## src/rtl/operand_stage_pkg.sv

```systemverilog
// Shared constants, execute-bundle type and index helpers for the operand stage.
package operand_stage_pkg;

    localparam int OS_DATA_W = 32;
    localparam int OS_REG_AW = 4;
    localparam int OS_CTRL_W = 8;
    localparam int OS_NREG   = 16;

    localparam logic [3:0] REG_ZERO = 4'h0;
    localparam logic [3:0] REG_PC   = 4'hF;

    // R0 and PC never carry a pending write.
    localparam logic [OS_NREG-1:0] TRACK_MASK = 16'h7FFE;

    typedef struct packed {
        logic [OS_DATA_W-1:0] op_a;
        logic [OS_DATA_W-1:0] op_b;
        logic [OS_REG_AW-1:0] rd;
        logic                 we;
        logic [OS_CTRL_W-1:0] ctrl;
    } ex_bundle_t;

    function automatic logic is_tracked(input logic [OS_REG_AW-1:0] idx);
        return (idx != REG_ZERO) && (idx != REG_PC);
    endfunction

    function automatic logic [OS_NREG-1:0] reg_onehot(input logic [OS_REG_AW-1:0] idx);
        return OS_NREG'(1) << idx;
    endfunction

endpackage

```

## src/rtl/operand_stage_scoreboard.sv

```systemverilog
// Pending-write scoreboard: one bit per architectural register, set on issue,
// cleared on writeback retire or flush. Exposes the retire-adjusted view.
module operand_scoreboard
    import operand_stage_pkg::*;
(
    input  logic                 clk,
    input  logic                 rst,
    input  logic                 flush,
    input  logic                 set_en,
    input  logic [OS_REG_AW-1:0] set_rd,
    input  logic                 wb_valid,
    input  logic [OS_REG_AW-1:0] wb_rd,
    output logic [OS_NREG-1:0]   sb_eff
);

    logic [OS_NREG-1:0] sb;
    logic [OS_NREG-1:0] retire_mask;
    logic [OS_NREG-1:0] set_mask;

    always_comb begin
        retire_mask = '0;
        set_mask    = '0;
        if (wb_valid) retire_mask = reg_onehot(wb_rd) & TRACK_MASK;
        if (set_en)   set_mask    = reg_onehot(set_rd) & TRACK_MASK;
    end

    assign sb_eff = sb & ~retire_mask;

    // Set is OR-ed after the clear so an issue to the retiring index wins.
    always_ff @(posedge clk) begin
        if (!rst) begin
            sb <= '0;
        end else if (flush) begin
            sb <= '0;
        end else begin
            sb <= (sb_eff | set_mask) & TRACK_MASK;
        end
    end

endmodule

```

## src/rtl/operand_stage.sv

```systemverilog
// ID/EX operand register with RAW/WAW scoreboard stall and valid/ready handshake.
// Optional OPERAND_STAGE_PERF_EN adds a saturating stall-cycle counter output.
module operand_stage
    import operand_stage_pkg::*;
#(
    parameter int DATA_W = OS_DATA_W,
    parameter int REG_AW = OS_REG_AW,
    parameter int CTRL_W = OS_CTRL_W
) (
    input  logic              clk,
    input  logic              rst,
    input  logic              in_valid,
    output logic              in_ready,
    input  logic [REG_AW-1:0] rn,
    input  logic [REG_AW-1:0] rm,
    input  logic [REG_AW-1:0] rd,
    input  logic              uses_rn,
    input  logic              uses_rm,
    input  logic              writes_rd,
    input  logic [DATA_W-1:0] rd1,
    input  logic [DATA_W-1:0] rd2,
    input  logic [CTRL_W-1:0] ctrl_in,
    output logic              ex_valid,
    input  logic              ex_ready,
    output logic [DATA_W-1:0] ex_op_a,
    output logic [DATA_W-1:0] ex_op_b,
    output logic [REG_AW-1:0] ex_rd,
    output logic              ex_we,
    output logic [CTRL_W-1:0] ex_ctrl,
    input  logic              wb_valid,
    input  logic [REG_AW-1:0] wb_rd,
    input  logic              flush
`ifdef OPERAND_STAGE_PERF_EN
    ,
    output logic [31:0]       perf_stall_cnt
`endif
);

    logic [OS_NREG-1:0] sb_eff;
    logic               hazard;
    logic               accept;
    logic               we_eff;
    ex_bundle_t         ex_q;

    assign hazard = (uses_rn   & sb_eff[rn])
                  | (uses_rm   & sb_eff[rm])
                  | (writes_rd & sb_eff[rd]);

    assign in_ready = ~hazard & (~ex_valid | ex_ready) & ~flush;
    assign accept   = in_valid & in_ready;
    assign we_eff   = writes_rd & is_tracked(rd);

    operand_scoreboard u_sb (
        .clk      (clk),
        .rst      (rst),
        .flush    (flush),
        .set_en   (accept & we_eff),
        .set_rd   (rd),
        .wb_valid (wb_valid),
        .wb_rd    (wb_rd),
        .sb_eff   (sb_eff)
    );

    always_ff @(posedge clk) begin
        if (!rst) begin
            ex_valid <= 1'b0;
            ex_q     <= '0;
        end else if (flush) begin
            ex_valid <= 1'b0;
        end else if (accept) begin
            ex_valid     <= 1'b1;
            ex_q.op_a    <= rd1;
            ex_q.op_b    <= rd2;
            ex_q.rd      <= rd;
            ex_q.we      <= we_eff;
            ex_q.ctrl    <= ctrl_in;
        end else if (ex_valid && ex_ready) begin
            ex_valid <= 1'b0;
        end
    end

    assign ex_op_a = ex_q.op_a;
    assign ex_op_b = ex_q.op_b;
    assign ex_rd   = ex_q.rd;
    assign ex_we   = ex_q.we;
    assign ex_ctrl = ex_q.ctrl;

`ifdef OPERAND_STAGE_PERF_EN
    // Counts decode cycles lost to hazards; survives flush, saturates.
    always_ff @(posedge clk) begin
        if (!rst) begin
            perf_stall_cnt <= '0;
        end else if (in_valid && hazard && !flush && (perf_stall_cnt != 32'hFFFF_FFFF)) begin
            perf_stall_cnt <= perf_stall_cnt + 32'd1;
        end
    end
`endif

endmodule

```

## config.mk

```make
export PLATFORM = sky130hd
export DESIGN_NAME = operand_stage
export DESIGN_NICKNAME = d
export VERILOG_FILES = /design/src/rtl/operand_stage_pkg.sv /design/src/rtl/operand_stage_scoreboard.sv /design/src/rtl/operand_stage.sv
export SDC_FILE = /design/constraint.sdc
export NUM_CORES = 1
export LEC_CHECK = 0
export CORE_MARGIN = 5
export CORE_UTILIZATION = 42
export CTS_CLUSTER_SIZE = 14
export DETAILED_ROUTE_END_ITERATION = 16
export GPL_TIMING_DRIVEN = 1
export PLACE_DENSITY_LB_ADDON = 0.05
export SYNTH_ARGS = -nofsm -noshare
export SYNTH_HDL_FRONTEND = slang
export SYNTH_SLANG_ARGS = --single-unit
```

## constraint.sdc

```tcl
create_clock -name clk -period 3.4 [get_ports clk]
set_input_delay 0.68 -clock clk [delete_from_list [all_inputs] [get_ports clk]]
set_output_delay 0.68 -clock clk [all_outputs]
set_load 0.03 [all_outputs]
```

==> results of run 1 <==
## where the power goes
group          switching, mW  internal (mW)  leakage (nW)
Sequential            0.0242           1.12         0.750
Combinational          0.286          0.284          1.76
Clock                  0.377          0.325        0.0917
Total                  0.687           1.73          2.60
## what timing repair did
item / CTS / global route
pin swaps: 4 / 6
endpoints found under the setup margin: 12 / 1
setup buffers: 1 / 0
resized for setup: 24 / 14
## layer usage
metal  up-vias  global-route usage  share of wire
met4         0              0.0785          0.022
met3        26              0.0798          0.091
met5         -                   0              0
met2       168               0.367           0.48
li1       2189                   -              -
met1      2072               0.248           0.41
## cells by family after synthesis
logic type | count (synthesis) | synth area share
buffers and inverters | 40 | 0.0509
AND/OR/NAND/NOR | 238 | 0.237
AO/OA/AOI/OAI | 67 | 0.104
flip-flops | 92 | 0.418
multiplexers | 81 | 0.190
## placed cells by master, fill, tap and decap left out, types with 3 or more instances in the layout
cell	Yosys	layout
a211o_1	3	3
a21oi_1	4	4
and3_1	5	4
buf_12	2	5
buf_4	5	56
clkbuf_2	0	5
clkbuf_8	0	12
clkdlybuf4s50_1	0	165
dfxtp_1	92	92
dlygate4sd2_1	0	3
inv_1	4	4
mux2i_1	78	78
nand2_1	168	168
nand2b_1	8	6
nand3_1	16	15
nand3b_1	4	4
nor2_1	11	11
nor2b_1	13	12
o2111ai_1	5	5
o211ai_1	10	10
o21ai_0	18	16
o21bai_1	5	5
## registers in the layout, indices dropped and copies added, names as in the netlist
signal and flops:
ex_valid 1, ex_ctrl 8, ex_op_a 32, u_sb.sb 14, ex_op_b 32, ex_rd 4
ex_we 1
## final timing paths
kind / end / cells past startpoint / from / slack, ns
setup / recovery: in_ready / 7 / rn[2] / 0.10
hold / removal: ex_op_b[14] / 2 / ex_op_b[14] / 0.46
setup reg to reg: ex_op_a[29] / 8 / u_sb.sb[1] / 1.02
hold reg to reg: ex_op_b[14] / 2 / ex_op_b[14] / 0.46
## critical path: cells and delay by family
| family | cells | cell delay, ns |
|---|---|---|
| simple gates | 3 | 0.79 |
| compound gates | 2 | 0.42 |
| buf+inv | 2 | 0.72 |
## metrics by stage
step	worst slack, ns	instance area (sq um)	power, mW
floorplan	0.324	4400	1.45
global placement	-0.378	6620	1.73
detailed placement	-0.447	6620	1.74
CTS	0.000198	6880	2.45
global route	0.0426	6870	2.54
finish	0.104	6870	2.42
## area by class of cell
cell class	count	area, sq um
fillers	893	3400
multi-input cells	386	2420
repair buffers	235	2230
flip-flops and latches	92	1840
well taps	136	170
clock buffers	13	169
clock inverters	3	20.0
inverters	4	15.0
==> flow_summary_export.csv, run 1 <==
group,metric,value,unit
sta,finalHoldViolCount,0,
critical_path,crit_fanout,8,
synth,synthMostInstantiatedCell,"nand2_1",
placement,hpwlAfterDp,10700,um
synth,yosysWarningCount,0,
run_status,status,"finished clean",
synth,synth_fp_nets,615,
min_path,hold_path.class,"flop to flop",
clock_network,cts-root-buf,"clkbuf_8",
clock_network,clockBufferDepth,2,
synth,syn_area,4400,sq um
synth,syn_inst,518,
critical_path,crit_chain,"clkdlybuf4s50_1, nor2b_1, a31oi_1, or4b_4, a31oi_4, and2_4, buf_12",
synth,synthTopCellsByCount,"nand2_1, dfxtp_1, mux2i_1, clkbuf_1, o21ai_0",
floorplan,die_area,12600,sq um
placement,io_buffers,175,
synth,synth_top_area_frac,0.418,
clock_network,numCtsBuffers,9,
sta,holdWs,0.459,ns
synth,synth-seq-cells,92,
floorplan,die_x,112,um
critical_path,cp.arrival,2.62,ns
critical_path,crit_slowest_cell,"clkdlybuf4s50_1",
finish,areaGrowthSynthToFinish,56.2,%
placement,dpl.cell_count,852,
synth,synth_top_area_cell,"dfxtp_1",
finish,nNetsFinal,825,
floorplan,initial_core_util,0.428,
global_routing,grt_max_degree,75,
global_routing,grt_pass1_wl,22200,um
routing,num_vias,4455,
power_and_ir_drop,p_per_area,352,nW/um^2
sta,fin_setup_tns,0,ns
global_routing,grt_overflow,0,
routing,routed_wl,13900,um
sta,period_share,0.969,
finish,layout.cells.non_filler,869,
finish,n_antenna_cell,0,
clock_network,path_clk_slew,0.08,ns
global_routing,first_global_vias,4444,
critical_path,cp_slowest_stage_delay,0.61,ns
synth,synth.distinct_cells,46,
finish,drive_gt1_frac,0.135,
sta,tightest_slew,0.642,ns
sta,max_freq,0.303,GHz
sta,setup_viol,0,
sta,rsz0062_at_grt,"no",
clock_network,cts.sinks,92,
routing,vias_per_cell,5.13,
synth,ys_seq_area_frac,0.418,
critical_path,crit_type,"input port to output port",
global_routing,track_usage,0.215,
routing,final_antenna_net_count,0,
synth,synth_flop_cell,"dfxtp_1",
power_and_ir_drop,ir_drop,0.248,mV
flow_run,drv_cap,0,
clock_network,cts_tree,"built",
routing,post-route-drc-count,0,
synth,synthTopCellsByArea,"dfxtp_1, mux2i_1, nand2_1",
sta,fin_crit,3.30,ns
power_and_ir_drop,power.leakage,2.60,nW
synth,synth_area_per_cell,8.50,sq um
routing,firstDrtPassIters,5,
clock_network,htree_levels,3,
synth,async_reset_ff_frac,0,
sta,slew_viol_final,0,
clock_network,clk_latency,0.35,ns
routing,drt_iter0_markers,223,
sta,skew,0.00704,ns
floorplan,fp-row-count,37,
clock_network,ctsHoldBuffers,0,
synth,synth_enable_flop_cells,0,
sta,slew_headroom,0.572,
floorplan,ios,176,
critical_path,startpoint_type,"input port",
critical_path,cp-end-kind,"output port",
floorplan,core_area,10300,sq um
critical_path,cp.required,2.72,ns
placement,gp_congestion,0.915,
routing,wire_per_inst,16.0,um
floorplan,fp.dieH,112,um
global_routing,antenna_found_initial,0,
finish,final_util,0.669,
No activity file was read; power rests on OpenSTA's default activity.
==> run 2, diff against run 1 <==
--- a/config.mk
+++ b/config.mk
@@ -14,3 +14,4 @@
 export SYNTH_ARGS = -nofsm -noshare
 export SYNTH_HDL_FRONTEND = slang
 export SYNTH_SLANG_ARGS = --single-unit
+export TNS_END_PERCENT = 20
==> results of run 2 <==
Final layout, timing and power as in run 1 (identical DEF).
